### src/rtl/core_rrv_mem_access.sv
// Q103H memory-access stage of the rrv core: data-memory request/response handshake,
// store alignment, load formatting and the registered Q104H write-back stage.
module core_rrv_mem_access (
    input  logic        Clock,
    input  logic        Rst,
    input  logic        ValidQ103H,
    input  logic        MemRdEnQ103H,
    input  logic        MemWrEnQ103H,
    input  logic [1:0]  MemSizeQ103H,
    input  logic        MemSignExtQ103H,
    input  logic        RegWrEnQ103H,
    input  logic [4:0]  RegDstQ103H,
    input  logic [1:0]  WbSelQ103H,
    input  logic [31:0] AluOutQ103H,
    input  logic [31:0] DMemWrDataQ103H,
    input  logic [31:0] PcPlus4Q103H,
    output logic        DMemReqValid,
    input  logic        DMemReqReady,
    output logic        DMemReqWrEn,
    output logic [31:0] DMemReqAddr,
    output logic [3:0]  DMemReqByteEn,
    output logic [31:0] DMemReqWrData,
    input  logic        DMemRspValid,
    input  logic [31:0] DMemRspData,
    output logic        ReadyQ103H,
    output logic        MisalignQ103H,
    output logic        ValidQ104H,
    output logic        RegWrEnQ104H,
    output logic [4:0]  RegDstQ104H,
    output logic [31:0] AluOutQ104H,
    output logic [31:0] RegWrDataQ104H
);

    typedef enum logic {IDLE, WAIT_RSP} state_e;

    state_e      state_q, state_d;
    logic        mem_op, size_byte, size_half, size_word;
    logic [1:0]  off;
    logic [31:0] rsp_shifted, load_data, wb_data_d;
    logic        reg_wr_en_d;

    assign off       = AluOutQ103H[1:0];
    assign size_byte = (MemSizeQ103H == 2'b00);
    assign size_half = (MemSizeQ103H == 2'b01);
    assign size_word = MemSizeQ103H[1];
    assign mem_op    = ValidQ103H & (MemRdEnQ103H | MemWrEnQ103H);

    assign MisalignQ103H = mem_op & ((size_half & off[0]) | (size_word & (off != 2'b00)));

    always_ff @(posedge Clock or negedge Rst) begin
        if (!Rst) begin
            state_q <= IDLE;
        end else begin
            state_q <= state_d;
        end
    end

    always_comb begin
        state_d = state_q;
        case (state_q)
            IDLE: begin
                if (mem_op && !MisalignQ103H && DMemReqReady && !MemWrEnQ103H) begin
                    state_d = WAIT_RSP;
                end
            end
            WAIT_RSP: begin
                if (DMemRspValid) begin
                    state_d = IDLE;
                end
            end
            default: state_d = IDLE;
        endcase
    end

    // Reset overrides the handshake combinationally so nothing is requested while Rst is low.
    always_comb begin
        DMemReqValid = 1'b0;
        ReadyQ103H   = 1'b1;
        case (state_q)
            IDLE: begin
                if (mem_op && !MisalignQ103H) begin
                    DMemReqValid = 1'b1;
                    ReadyQ103H   = DMemReqReady & MemWrEnQ103H;
                end
            end
            WAIT_RSP: begin
                ReadyQ103H = DMemRspValid;
            end
            default: ;
        endcase
        if (!Rst) begin
            DMemReqValid = 1'b0;
            ReadyQ103H   = 1'b1;
        end
    end

    assign DMemReqWrEn = MemWrEnQ103H;
    assign DMemReqAddr = AluOutQ103H;

    always_comb begin
        DMemReqByteEn = 4'b1111;
        DMemReqWrData = DMemWrDataQ103H;
        if (size_byte) begin
            DMemReqByteEn = 4'b0001 << off;
            DMemReqWrData = {4{DMemWrDataQ103H[7:0]}};
        end else if (size_half) begin
            DMemReqByteEn = off[1] ? 4'b1100 : 4'b0011;
            DMemReqWrData = {2{DMemWrDataQ103H[15:0]}};
        end
        if (!MemWrEnQ103H) begin
            DMemReqWrData = '0;
        end
    end

    assign rsp_shifted = DMemRspData >> {off, 3'b000};

    always_comb begin
        load_data = rsp_shifted;
        if (size_byte) begin
            load_data = {{24{MemSignExtQ103H & rsp_shifted[7]}}, rsp_shifted[7:0]};
        end else if (size_half) begin
            load_data = {{16{MemSignExtQ103H & rsp_shifted[15]}}, rsp_shifted[15:0]};
        end
    end

    always_comb begin
        case (WbSelQ103H)
            2'b01:   wb_data_d = load_data;
            2'b10:   wb_data_d = PcPlus4Q103H;
            default: wb_data_d = AluOutQ103H;
        endcase
    end

    assign reg_wr_en_d = ValidQ103H & RegWrEnQ103H & ~MisalignQ103H;

    // A stall leaves a bubble in Q104H; the data registers simply hold.
    always_ff @(posedge Clock or negedge Rst) begin
        if (!Rst) begin
            ValidQ104H     <= 1'b0;
            RegWrEnQ104H   <= 1'b0;
            RegDstQ104H    <= '0;
            AluOutQ104H    <= '0;
            RegWrDataQ104H <= '0;
        end else if (ReadyQ103H) begin
            ValidQ104H     <= ValidQ103H;
            RegWrEnQ104H   <= reg_wr_en_d;
            RegDstQ104H    <= RegDstQ103H;
            AluOutQ104H    <= AluOutQ103H;
            RegWrDataQ104H <= wb_data_d;
        end else begin
            ValidQ104H   <= 1'b0;
            RegWrEnQ104H <= 1'b0;
        end
    end

endmodule

### config.mk
export PLATFORM = sky130hd
export DESIGN_NAME = core_rrv_mem_access
export DESIGN_NICKNAME = d
export VERILOG_FILES = /design/src/rtl/core_rrv_mem_access.sv
export SDC_FILE = /design/constraint.sdc
export NUM_CORES = 1
export LEC_CHECK = 0
export CORE_AREA = 10 10 118 131
export DETAILED_ROUTE_END_ITERATION = 16
export DIE_AREA = 0 0 128 141
export PLACE_DENSITY = 0.9
export SYNTH_ARGS = -nofsm -noshare
export SYNTH_HDL_FRONTEND = slang
export SYNTH_SLANG_ARGS = --single-unit
### constraint.sdc
create_clock -name Clock -period 2.6 [get_ports Clock]
set_clock_uncertainty 0.05 [all_clocks]
set_input_delay 0.65 -clock Clock [delete_from_list [all_inputs] [get_ports Clock]]
set_output_delay 0.65 -clock Clock [all_outputs]
set_load 0.05 [all_outputs]
==> results.tsv <==
metric	value	unit
status	complete, no violations	
startpoint_type	primary input	
viasPerCell	5.29	
slew_headroom	0.464	
worstPathCellList	dlygate4sd2_1 -> or2_4 -> a211oi_4 -> buf_4 -> and2_4 -> buf_12	
crit_end	DMemReqValid	
power.internal	0.00298	W
dr.pass1.iters	6	
worstPathMaxFanout	3	
startpoint	MemSizeQ103H[0]	
synth_flop_cell	dfrtp_1	
synth_edf_count	0	
yosysSeqAreaShare	0.378	
yosysWarnings	0	
cts_tree	built	
post-route-period-util	0.973	
grt_use_total	0.233	
drt-initial-drc-count	313	
clock_latency	330	ps
crit_required	1900	ps
synth_nets	702	
rsz0062_at_grt	no	
n_fill_cell	972	
total_power	0.00478	W
antenna_found_initial	0	
critical_path_arrival	1830	ps
syn_area	4770	um^2
p_sw	0.00180	W
port_buffers	288	
fp.dieW	128	um
syn_to_final_growth	86.6	%
core_area	12900	um^2
synthCells	554	
drc	0	
min_path_type	register to register	
cts_sinks	72	
worstMarginPinSlew	803	ps
dieHeight	141	um
io_pins	289	
grt_overflow	0	
fp-row-count	44	
ys_async_sr_fraction	1.00	
reg2reg_depth	6	
layout_commonest_cell	clkdlybuf4s50_1	
layout_common_cells	208 x clkdlybuf4s50_1, 116 x nand2_1, 75 x buf_12	
nNetsFinal	970	
wl	21700	um
rrSetupSlack	540	ps
dp_hpwl	17600	um
p_comb_frac	0.447	
worstReg2RegStart	state_q	
ctsHtreeMaxLevel	3	
cts_buffers	9	
synth.avg_cell_area	8.61	um^2
swShare	0.377	
drive_gt1_frac	0.232	
seq_power_share	0.276	
crit_slowest_cell	dlygate4sd2_1	
clk_pin_slew	60	ps
end_kind	primary output	
die-area	18000	um^2
ctsHoldBuffers	0	
seq_area	1800	um^2
synth_cell_types	42	
vias	5217	
multi_input_area	2570	um^2
start_util	0.370	
fmax	395	MHz
slew_viol_final	0	
power_frac_clock	0.277	
vdd_drop_max	0.447	mV
hold_viol	0	
cpPeakStageDelay	260	ps
setup_viol	0	
fin_crit	2530	ps
clk_path_buf_depth	2	
diodes	0	
gp_congestion	0.845	
holdWs	415	ps
clock-root-buffer	clkbuf_16	
p_leak	3.85	nW
power_density	536	nW/um^2
reg2reg_to	AluOutQ104H[4]	
grt_max_degree	51	
ant_nets	0	
ys_seq_elements	72	
path_class	primary input to primary output	
grt_pass1_wl	33200	um
grt_pass1_vias	5612	
cap_violations	0	
wl_per_cell	21.9	um
==> flip-flops by register name (all words and copies together) (netlist names) <==
name            cells
RegDstQ104H         5
RegWrEnQ104H        1
ValidQ104H          1
AluOutQ104H        32
RegWrDataQ104H     32
state_q             1
==> power by group through the flow <==
stage	sequential (W)	combinational, W	clock (W)
after CTS	0.00132	0.00215	0.00133
after floorplan	0.00178	0.000701	0
final	0.00132	0.00213	0.00132
after global routing	0.00134	0.00224	0.00139
after global placement	0.00133	0.00211	0
after detailed placement	0.00134	0.00213	0
==> repair_timing <==
item | in CTS | in global routing
gates resized for setup | 23 | 2
setup endpoints to repair | 30 | 6
pin swaps | 5 | 2
setup buffers | 2 | 0
==> cells by family (layout without fill, tap and decap cells) <==
family                   count (synthesis)  in the layout  share of synthesized area
AO/OA/AOI/OAI                          147            147                      0.201
AND/OR/NAND/NOR                        185            185                      0.165
buffers and inverters                   87            359                      0.117
adder cells (fa/ha/maj)                  2              2                    0.00524
flip-flops                              72             72                      0.378
multiplexers                            61             61                      0.134
==> worst min path at each step <==
stage | depth (start not counted) | to | from | slack (ps)
finish | 2 | AluOutQ104H[21] | AluOutQ104H[21] | 420
global route | 2 | AluOutQ104H[30] | AluOutQ104H[30] | 440
CTS | 2 | AluOutQ104H[1] | AluOutQ104H[1] | 420
detailed placement | 2 | AluOutQ104H[1] | AluOutQ104H[1] | 400
global placement | 2 | AluOutQ104H[25] | AluOutQ104H[25] | 400
floorplan | 0 | AluOutQ104H[0] | Rst | 300
==> through the flow <==
step | worst slack [ps] | cell area, um^2 | setup TNS [ps] | instances | util
5_1_grt | 12.7 | 8900 | 0 | 987 | 0.691
3_3_place_gp | -242 | 8540 | -9930 | 971 | 0.663
3_5_place_dp | -251 | 8540 | -12080 | 971 | 0.663
2_1_floorplan | -167 | 4890 | -1040 | 554 | -
4_1_cts | 21.0 | 8900 | 0 | 987 | 0.691
6_report | 70.1 | 8900 | 0 | 987 | 0.691
==> cell usage after synthesis (2+ instances only) <==
cell type,instances,area (um^2)
buf_2,9,45.0
a21oi_1,27,135
o21ai_0,57,285
mux2_2,14,158
o22a_1,8,70.1
buf_6,12,135
clkbuf_2,2,10.0
and3_1,9,56.3
a221o_1,15,150
inv_2,2,7.51
and2_1,9,56.3
nor2_1,39,146
a221oi_1,6,52.6
clkbuf_1,20,75.1
mux2i_1,46,460
dfrtp_1,72,1800
nand2_1,116,435
nor2b_1,4,25.0
a22oi_1,8,60.1
buf_4,34,255
a221oi_2,2,30.0
inv_1,7,26.3
ha_1,2,25.0
o21ai_1,16,80.1
==> layer usage <==
layer  routed length [um]  track usage  up-vias
met5                    0            0        -
met4                  431       0.0688        0
met3                 2300       0.0938       28
met2                11200        0.408      262
met1                 7770        0.252     2491
li1                     -            -     2436
==> area by class of cell <==
class / count / share of cell area
repair buffers: 335 / 0.448
multi-input cells: 395 / 0.288
flip-flops and latches: 72 / 0.202
clock buffers: 10 / 0.0257
well taps: 161 / 0.0226
clock inverters: 5 / 0.00913
inverters: 9 / 0.00407
==> worst max-delay path: cells and delay by family <==
family / cells / cell delay, ps
buf+inv: 3 / 550
compound gates: 1 / 240
simple gates: 2 / 390
No activity file was read; power rests on OpenSTA's default activity.
